[src/rtl/div_unit_pkg.sv]
// Shared encodings and constants for the EX-stage radix-2 restoring divider.
// Imported by the divider and its bus interface.
package div_unit_pkg;

  localparam int DIV_WIDTH = 32;

  typedef enum logic [1:0] {
    DIV_FREE   = 2'b00,
    DIV_BYZERO = 2'b01,
    DIV_ON     = 2'b10,
    DIV_END    = 2'b11
  } div_state_e;

  localparam logic DIV_START     = 1'b1;
  localparam logic DIV_STOP      = 1'b0;
  localparam logic DIV_READY     = 1'b1;
  localparam logic DIV_NOT_READY = 1'b0;

  localparam logic [DIV_WIDTH-1:0] ZERO_WORD = '0;

endpackage

[src/rtl/div_unit_if.sv]
// Request/result bundle between the EX stage (master) and the divider (slave).
// Signal names keep the divider's _i/_o port-direction suffixes.
interface div_unit_if #(
  parameter int WIDTH = 32
);

  logic               start_i;
  logic               annul_i;
  logic               signed_div_i;
  logic [WIDTH-1:0]   opdata1_i;
  logic [WIDTH-1:0]   opdata2_i;
  logic [2*WIDTH-1:0] result_o;
  logic               ready_o;
  logic               busy_o;

  modport master (
    output start_i, annul_i, signed_div_i, opdata1_i, opdata2_i,
    input  result_o, ready_o, busy_o
  );

  modport slave (
    input  start_i, annul_i, signed_div_i, opdata1_i, opdata2_i,
    output result_o, ready_o, busy_o
  );

endinterface

[src/rtl/div_unit.sv]
// Multi-cycle radix-2 restoring divider for DIV/DIVU; one quotient bit per cycle.
// Operates on magnitudes and fixes signs on the final step.
module div_unit
  import div_unit_pkg::*;
#(
  parameter int WIDTH = DIV_WIDTH
) (
  input  logic      clk,
  input  logic      rst,
  div_unit_if.slave bus
);

  localparam int CNT_W = $clog2(WIDTH) + 1;

  function automatic logic [WIDTH-1:0] negate(input logic [WIDTH-1:0] v);
    return (~v) + WIDTH'(1);
  endfunction

  function automatic logic [WIDTH-1:0] abs_val(input logic [WIDTH-1:0] v, input logic is_signed);
    return (is_signed && v[WIDTH-1]) ? negate(v) : v;
  endfunction

  div_state_e         state_q, state_d;
  logic [CNT_W-1:0]   cnt_q, cnt_d;
  logic [WIDTH-1:0]   dvd_q, dvd_d;
  logic [WIDTH-1:0]   dsr_q, dsr_d;
  logic [WIDTH-1:0]   rem_q, rem_d;
  logic [WIDTH-1:0]   quo_q, quo_d;
  logic               signed_q, signed_d;
  logic               dvd_sign_q, dvd_sign_d;
  logic               dsr_sign_q, dsr_sign_d;
  logic [2*WIDTH-1:0] result_q, result_d;
  logic               ready_q, ready_d;

  logic               req;
  logic [WIDTH:0]     shifted;
  logic [WIDTH:0]     diff;
  logic               q_bit;
  logic [WIDTH-1:0]   rem_next;
  logic [WIDTH-1:0]   quo_next;
  logic [WIDTH-1:0]   rem_fix;
  logic [WIDTH-1:0]   quo_fix;

  assign req = bus.start_i & ~bus.annul_i;

  // A negative trial difference means the divisor did not fit: keep the shifted remainder.
  assign shifted  = {rem_q, dvd_q[WIDTH-1]};
  assign diff     = shifted - {1'b0, dsr_q};
  assign q_bit    = ~diff[WIDTH];
  assign rem_next = q_bit ? diff[WIDTH-1:0] : shifted[WIDTH-1:0];
  assign quo_next = {quo_q[WIDTH-2:0], q_bit};
  assign rem_fix  = (signed_q && dvd_sign_q) ? negate(rem_next) : rem_next;
  assign quo_fix  = (signed_q && (dvd_sign_q ^ dsr_sign_q)) ? negate(quo_next) : quo_next;

  always_comb begin
    state_d    = state_q;
    cnt_d      = cnt_q;
    dvd_d      = dvd_q;
    dsr_d      = dsr_q;
    rem_d      = rem_q;
    quo_d      = quo_q;
    signed_d   = signed_q;
    dvd_sign_d = dvd_sign_q;
    dsr_sign_d = dsr_sign_q;
    result_d   = result_q;
    ready_d    = ready_q;

    unique case (state_q)
      DIV_FREE: begin
        result_d = '0;
        ready_d  = DIV_NOT_READY;
        if (req) begin
          if (bus.opdata2_i == '0) begin
            state_d = DIV_BYZERO;
          end else begin
            state_d    = DIV_ON;
            dvd_d      = abs_val(bus.opdata1_i, bus.signed_div_i);
            dsr_d      = abs_val(bus.opdata2_i, bus.signed_div_i);
            rem_d      = '0;
            quo_d      = '0;
            cnt_d      = '0;
            signed_d   = bus.signed_div_i;
            dvd_sign_d = bus.opdata1_i[WIDTH-1];
            dsr_sign_d = bus.opdata2_i[WIDTH-1];
          end
        end
      end
      DIV_BYZERO: begin
        result_d = '0;
        ready_d  = DIV_NOT_READY;
        state_d  = req ? DIV_END : DIV_FREE;
      end
      DIV_ON: begin
        if (!req) begin
          state_d  = DIV_FREE;
          result_d = '0;
          ready_d  = DIV_NOT_READY;
        end else begin
          rem_d = rem_next;
          quo_d = quo_next;
          dvd_d = {dvd_q[WIDTH-2:0], 1'b0};
          cnt_d = cnt_q + CNT_W'(1);
          if (cnt_q == CNT_W'(WIDTH - 1)) begin
            result_d = {rem_fix, quo_fix};
            state_d  = DIV_END;
          end
        end
      end
      DIV_END: begin
        if (req) begin
          ready_d = DIV_READY;
        end else begin
          state_d  = DIV_FREE;
          result_d = '0;
          ready_d  = DIV_NOT_READY;
        end
      end
      default: state_d = DIV_FREE;
    endcase
  end

  always_ff @(posedge clk) begin
    if (rst) begin
      state_q    <= DIV_FREE;
      cnt_q      <= '0;
      dvd_q      <= '0;
      dsr_q      <= '0;
      rem_q      <= '0;
      quo_q      <= '0;
      signed_q   <= 1'b0;
      dvd_sign_q <= 1'b0;
      dsr_sign_q <= 1'b0;
      result_q   <= '0;
      ready_q    <= DIV_NOT_READY;
    end else begin
      state_q    <= state_d;
      cnt_q      <= cnt_d;
      dvd_q      <= dvd_d;
      dsr_q      <= dsr_d;
      rem_q      <= rem_d;
      quo_q      <= quo_d;
      signed_q   <= signed_d;
      dvd_sign_q <= dvd_sign_d;
      dsr_sign_q <= dsr_sign_d;
      result_q   <= result_d;
      ready_q    <= ready_d;
    end
  end

  assign bus.result_o = result_q;
  assign bus.ready_o  = ready_q;
  assign bus.busy_o   = req & ~ready_q;

endmodule

[src/flat_wrapper.sv]
// flat-port wrapper written by rule: the top's interface ports become plain ports
module div_unit_flat import div_unit_pkg::*;
#(
  parameter int WIDTH = DIV_WIDTH
)
  (clk, rst, bus_start_i, bus_annul_i, bus_signed_div_i, bus_opdata1_i, bus_opdata2_i, bus_result_o, bus_ready_o, bus_busy_o);
  div_unit_if #(.WIDTH(WIDTH)) bus_i ();
  input  logic clk;
  input  logic rst;
  input wire logic [$bits(bus_i.start_i)-1:0] bus_start_i;
  input wire logic [$bits(bus_i.annul_i)-1:0] bus_annul_i;
  input wire logic [$bits(bus_i.signed_div_i)-1:0] bus_signed_div_i;
  input wire logic [$bits(bus_i.opdata1_i)-1:0] bus_opdata1_i;
  input wire logic [$bits(bus_i.opdata2_i)-1:0] bus_opdata2_i;
  output wire logic [$bits(bus_i.result_o)-1:0] bus_result_o;
  output wire logic [$bits(bus_i.ready_o)-1:0] bus_ready_o;
  output wire logic [$bits(bus_i.busy_o)-1:0] bus_busy_o;
  assign bus_i.start_i = bus_start_i;
  assign bus_i.annul_i = bus_annul_i;
  assign bus_i.signed_div_i = bus_signed_div_i;
  assign bus_i.opdata1_i = bus_opdata1_i;
  assign bus_i.opdata2_i = bus_opdata2_i;
  assign bus_result_o = bus_i.result_o;
  assign bus_ready_o = bus_i.ready_o;
  assign bus_busy_o = bus_i.busy_o;
  div_unit #(.WIDTH(WIDTH)) u_core (.clk(clk), .rst(rst), .bus(bus_i));
endmodule
[config.mk]
export PLATFORM = sky130hd
export DESIGN_NAME = div_unit_flat
export DESIGN_NICKNAME = d
export VERILOG_FILES = /design/src/rtl/div_unit_pkg.sv /design/src/rtl/div_unit_if.sv /design/src/rtl/div_unit.sv /design/src/flat_wrapper.sv
export SDC_FILE = /design/constraint.sdc
export NUM_CORES = 1
export LEC_CHECK = 0
export BUFFER_PORTS_ARGS = -buffer_cell sky130_fd_sc_hd__buf_2
export CAP_MARGIN = 20
export CORE_ASPECT_RATIO = 0.5
export CORE_MARGIN = 4
export CORE_UTILIZATION = 32
export CTS_BUF_LIST = sky130_fd_sc_hd__clkbuf_4
export DETAILED_ROUTE_END_ITERATION = 8
export SYNTH_ARGS = -nofsm -noshare
export SYNTH_HDL_FRONTEND = slang
export SYNTH_SLANG_ARGS = --single-unit
[constraint.sdc]
create_clock -name clk -period 9 [get_ports clk]
set_clock_uncertainty 0.1 [all_clocks]
set_input_delay 0.9 -clock clk [delete_from_list [all_inputs] [get_ports clk]]
set_output_delay 0.9 -clock clk [all_outputs]
set_load 0.02 [all_outputs]
* Word level (Yosys, flattened, before mapping)
Index checks and enable logic that the tools add are counted.
** Cells by class
- Add/sub/neg operators :: 6
- Equality and inequality tests :: 10
- Mux-type cells :: 33
- Bitwise gates (word level) :: 11
- Reduce and logical (&&, ||, !) cells :: 12
** Operator list (number)
- 2-to-1 mux 32 bit :: 11
- 2-to-1 mux 64 bit :: 3
- one-hot mux 64 bit (3 select lines) :: 1
- adder 32 x 1 -> 32 bit, second input constant :: 4
- inverter 32 bit :: 4
- one-hot mux 32 bit (2 select lines) :: 2
- one-hot mux 31 bit (2 select lines) :: 1
- subtractor 33 x 32 -> 33 bit :: 1
- zero test 32 bit :: 1
- 2-to-1 mux 31 bit :: 1
- 2-to-1 mux 6 bit :: 3
- 2-to-1 mux 2 bit :: 6
- one-hot mux 6 bit (2 select lines) :: 1
- one-hot mux 2 bit (4 select lines) :: 1
- adder 6 x 1 -> 6 bit, second input constant :: 1
- == test 6 x 5 -> 1 bit, second input constant :: 1
- inequality test 2 bit, second input constant :: 3
- AND reduction 3 bit :: 2
- == test 2 bit, second input constant :: 2
- logical AND 1 bit :: 4
- inequality test 2 x 1 -> 1 bit, second input constant :: 2
- inverter 1 bit :: 4
- AND reduction 4 bit :: 1
- inequality test 3 bit, second input constant :: 1
- other kinds (9) :: 11
** Storage, ports and cells
- Register bits after elaboration :: 203
- Bits of input ports :: 69
- Output and inout bits :: 66
- Logic and storage cells :: 83

* Depth between registers and ports, before layout
- Word-level depth :: 8
- Gate-level depth with buffers :: 24
- Depth with buffers taken out :: 21

* Least setup slack after synthesis
OpenSTA, ideal clock, no wires.
- Path type :: register -> register
- Start point :: reg u_core.dvd_q[31]
- End point :: reg u_core.result_q[62] (netlist: u_core.bus.result_o[62])
- Arrival time :: 4.420 ns
- Path slack :: 4.355 ns
- Cell stages (with the launch flop) :: 23
- Clock period less this slack :: 4.645 ns
- Cells stage by stage :: dfxtp_1 -> inv_1 -> ha_1 -> inv_1 -> fa_1 -> a211oi_1 -> o211ai_1 -> a22oi_2 -> a211oi_2 -> nor3_4 -> buf_2 -> buf_2 -> buf_2 -> mux2i_1 -> ha_1 -> inv_1 -> a21oi_1 -> nand4_1 -> and4b_1 -> o211ai_1 -> o41ai_2 -> xor2_1 -> o21ai_1
** Between the ends
- Cells in the longest elaborated chain, start to end :: 8
** RTL lines
- from (decl) :: line div_unit.sv:25 : logic [WIDTH-1:0] dvd_q, dvd_d;
- from (signal assigned) :: line div_unit.sv:138 : dvd_q <= dvd_d;
- subtractor 33 x 32 -> 33 bit :: line div_unit.sv:48 : assign diff = shifted - {1'b0, dsr_q};
- 2-to-1 mux 32 bit * :: line div_unit.sv:50 : assign rem_next = q_bit ? diff[WIDTH-1:0] : shifted[WIDTH-1:0];
- inverter 32 bit :: line div_unit.sv:16 : return (~v) + WIDTH'(1);
- adder 32 x 1 -> 32 bit :: line div_unit.sv:16
- 2-to-1 mux 32 bit * :: line div_unit.sv:52 : assign rem_fix = (signed_q && dvd_sign_q) ? negate(rem_next) : rem_next;
- 2-to-1 mux 64 bit * :: line div_unit.sv:103 : if (cnt_q == CNT_W'(WIDTH - 1)) begin
- 2-to-1 mux 64 bit * :: line div_unit.sv:94 : if (!req) begin
- one-hot mux 64 bit (3 select lines) * :: line div_unit.sv:68 : unique case (state_q)
- to (signal assigned) :: line div_unit.sv:145 : result_q <= result_d;
- to (decl) :: line div_unit.sv:32 : logic [2*WIDTH-1:0] result_q, result_d;
Every way passes the cells marked *; elsewhere a longest branch is shown, timed or not. The select of a mux whose other input is x is not followed.
A chain may end at the register's enable or synchronous reset.

* Worst setup path in the final report
Ends and elaborated chain as after synthesis.

==> results.yml <==
hold_path:
  whs_endpoint: "u_core.bus.result_o[61]"
  hold_path.class: "reg2reg"
  min_from: "u_core.bus.result_o[61]"
  min_path_cells: 2
finish:
  drive_gt1_share_pct: 14.3
  syn_to_final_growth_pct: 13.2
  finalInstanceArea_sq_um: 14600
  nets: 1939
setup_path:
  timing.critical_path.to_type: "flip-flop"
  start_kind: "flip-flop"
  reg2reg_to: "u_core.bus.result_o[62]"
  crit_slowest_cell: "buf_4"
  worstSetupPathType: "reg2reg"
  reg2regPathDepth: 20
  cp.arrival_ps: 5580
  worst-path-max-fanout: 64
  cp_cell_sequence: "inv_1, ha_1, inv_1, fa_1, a211oi_1, o211ai_1, a22oi_2, a211oi_2, nor3_4, buf_4, mux2i_1, ha_1, inv_1, a21oi_1, nand4_1, and4b_1, o211ai_1, o41ai_2, xor2_1, o21ai_1"
  reg2reg_slack_ps: 3860
  max_stage_delay_ps: 550
  crit_top_cell: "inv_1"
  r2r-start: "u_core.dvd_q[31]"
  critPathRequiredTime_ps: 9440
global_routing:
  grt_use_total_pct: 17.0
  antenna_found_initial: 3
  grt_pass1_wl_mm: 62.2
  grt_start_max_net_pins: 101
  grt_pass1_vias: 11988
  overflow: 0
floorplan:
  dieArea_sq_um: 43900
  core_area_sq_um: 39400
  die_x_um: 292
  die_y_um: 150
  rows: 51
  io_pins: 135
  initial_utilization_pct: 32.9
synth:
  synth_fa_ha_area_share_pct: 4.02
  synth_seq_cells: 203
  synth_cell_types: 90
  synth_area_leader_cell: "dfxtp_1"
  ys_warn_count: 0
  ys.flop_type: "dfxtp_1"
  synth_nets: 1849
  yosys.area_share.simple_pct: 24.2
  ys_async_sr_fraction_pct: 0
  synth-compound-area-share_pct: 24.6
  seq_area_frac_synth_pct: 31.4
  syn_area_sq_um: 12900
  synth_mux_area_share_pct: 1.44
  syn_inst: 1739
  ys_top_cells_by_area: "dfxtp_1, nand2_1, nor2_1, a21oi_1, xor2_1"
  synth.avg_cell_area_sq_um: 7.44
  synth_xor_area_share_pct: 9.28
  netlist.area_leader.share_pct: 31.4
  synth_top_family_by_area: "compound AO/OA/AOI/OAI gates"
  synth-edff-count: 0
clock_network:
  insertion_delay_ps: 700
  cts_resized: 0
  clk_root_buffer_cell: "clkbuf_4"
  cts_tree: "done"
  htreeDepth: 2
  cts_max_path_buffers: 3
  post_cts.repair.setup_buffers: 0
  cts.clk_slew.worst_paths_ps: 70
  clkSinkCount: 203
  holdBufCountCts: 0
  numCtsBuffers: 51
sta:
  slew_headroom_pct: 29.2
  max_freq_mhz: 194
  hold_viol: 0
  rsz0062_at_grt: "false"
  fin_tns_setup_ps: 0
  slew_viol_final: 0
  tightest_slew_ps: 1050
  post-route-period-util_pct: 57.1
  min_period_ps: 5140
  setup_ws_ps: 3860
  setup_viol: 0
routing:
  drt_wl_total_mm: 38.3
  via_per_inst: 5.28
  postRouteAntennaNets: 0
  route.met3.wl_mm: 1.48
  met1_length_mm: 17.3
  drtIter0Drc: 775
  dr.pass1.iters: 5
  wl_per_cell_um: 16.0
  met2WireLength_mm: 18.7
  dr.max_layer_used: "met4"
  vias: 12624
  drc: 0
placed_design:
  pre_cts_slack_ps: 3920
  io_buffer_count: 134
  routabilityCongestion: 0.908
  placed_area_sq_um: 14000
  place_hpwl_mm: 27.6
power_and_ir_drop:
  total_power_w: 0.00293
  leakage_nw: 5.75
  p_per_area_nw_per_um2: 200
  peakVddDrop_mv: 0.0955
job:
  cap_viol_max_count: 0
run_status:
  outcome: "finished clean"
[state kept, by name, indices dropped and copies added (netlist names)]
signal / count
u_core.signed_q: 1
u_core.dsr_q: 32
u_core.dvd_q: 32
u_core.bus.result_o: 64
u_core.bus.ready_o: 1
u_core.cnt_q: 6
u_core.dvd_sign_q: 1
u_core.state_q: 2
u_core.rem_q: 32
u_core.quo_q: 31
u_core.dsr_sign_q: 1
[cells by family after synthesis]
| group | after synthesis |
|---|---|
| adders and majority gates | 41 |
| muxes | 18 |
| DFF | 203 |
| and+or+nand+nor | 687 |
| buffers and inverters | 165 |
| xor gates and xnor gates | 137 |
| AOI/OAI and AO/OA | 488 |
[critical path, delay by kind of cell (launching register included)]
kind | cells | cell delay (ps)
adder cells (fa/ha/maj) | 3 | 860
AND/OR/NAND/NOR | 3 | 670
AO/OA/AOI/OAI | 8 | 1690
buffers and inverters | 4 | 750
multiplexers | 1 | 350
flip-flops | 1 | 340
XOR/XNOR | 1 | 180
[metal layers]
metal	up-vias	track usage, %
met1	5918	21.4
met5	-	0
met4	0	5.06
li1	6374	-
met2	272	30.2
met3	60	2.61
[worst max path at each step]
stage                           from                 endpoint  slack (ps)  depth (start not counted)
floorplan           u_core.dvd_q[31]  u_core.bus.result_o[62]        4360                         22
global placement    bus_opdata2_i[3]          u_core.cnt_q[5]        4030                         13
detailed placement  u_core.dvd_q[31]  u_core.bus.result_o[62]        3920                         20
CTS                 u_core.dvd_q[31]  u_core.bus.result_o[62]        3900                         20
global route        u_core.dvd_q[31]  u_core.bus.result_o[62]        3440                         20
finish              u_core.dvd_q[31]  u_core.bus.result_o[62]        3860                         20
[cell usage in the layout, fill, tap and decap left out, types with 6 or more instances in the layout]
| cell type | netlist | routed |
|---|---|---|
| o31ai_1 | 18 | 18 |
| clkbuf_4 | 0 | 70 |
| or3_1 | 11 | 11 |
| o21ai_0 | 109 | 109 |
| a22oi_1 | 65 | 65 |
| o21ai_1 | 8 | 8 |
| buf_2 | 26 | 133 |
| dfxtp_1 | 203 | 203 |
| nor4_1 | 18 | 18 |
| mux2i_1 | 13 | 13 |
| or4_1 | 13 | 13 |
| a21oi_1 | 145 | 143 |
| nand2_1 | 274 | 274 |
| nor2b_1 | 6 | 6 |
| o211ai_1 | 8 | 8 |
| xnor2_1 | 67 | 67 |
| nand3_1 | 46 | 45 |
| nor3_1 | 47 | 46 |
| xor2_1 | 70 | 70 |
| ha_1 | 40 | 39 |
| buf_4 | 0 | 12 |
| a211oi_1 | 38 | 38 |
| o41ai_1 | 11 | 11 |
| o21a_1 | 6 | 6 |
| inv_1 | 55 | 55 |
| a21o_1 | 10 | 10 |
| nor2_1 | 198 | 196 |
| clkinv_1 | 0 | 9 |
| a31oi_1 | 10 | 10 |
| and2_1 | 10 | 10 |
| nand4_1 | 13 | 13 |
| and3_1 | 8 | 8 |
[power breakdown]
part           total, W  switching (W)  internal, W  leakage (nW)
logic           0.00115       0.000776     0.000372          3.73
registers      0.000977      0.0000256     0.000951          1.64
clock network  0.000807       0.000392     0.000415         0.377
[cell usage after synthesis, drive strengths merged (34+ instances only)]
cell type    n
o21ai      118
a21oi      147
nand3       46
dfxtp      203
nand2      275
buf         34
clkbuf      75
nor2       198
xor2        70
nor3        48
inv         56
a22oi       66
a211oi      40
ha          40
xnor2       67
[through the flow]
stage                     hold slack [ps]  instances  util (%)
after CTS                             327       2389      37.1
after floorplan                       332       1739         -
after global routing                  367       2393      37.2
final                                 349       2393      37.2
after detailed placement              339       2305      35.5
after global placement                334       2305      35.5
[final cells by class]
| cell class | count | area, sq um |
|---|---|---|
| Tap cell | 530 | 663 |
| Antenna cell | 3 | 7.51 |
| Inverter | 56 | 210 |
| Timing Repair Buffer | 146 | 783 |
| Clock inverter | 14 | 113 |
| Multi-Input combinational cell | 1371 | 8270 |
| Sequential cell | 203 | 4060 |
| Fill cell | 4167 | 24700 |
| Clock buffer | 70 | 526 |
Power figures use the tool's default switching activity.
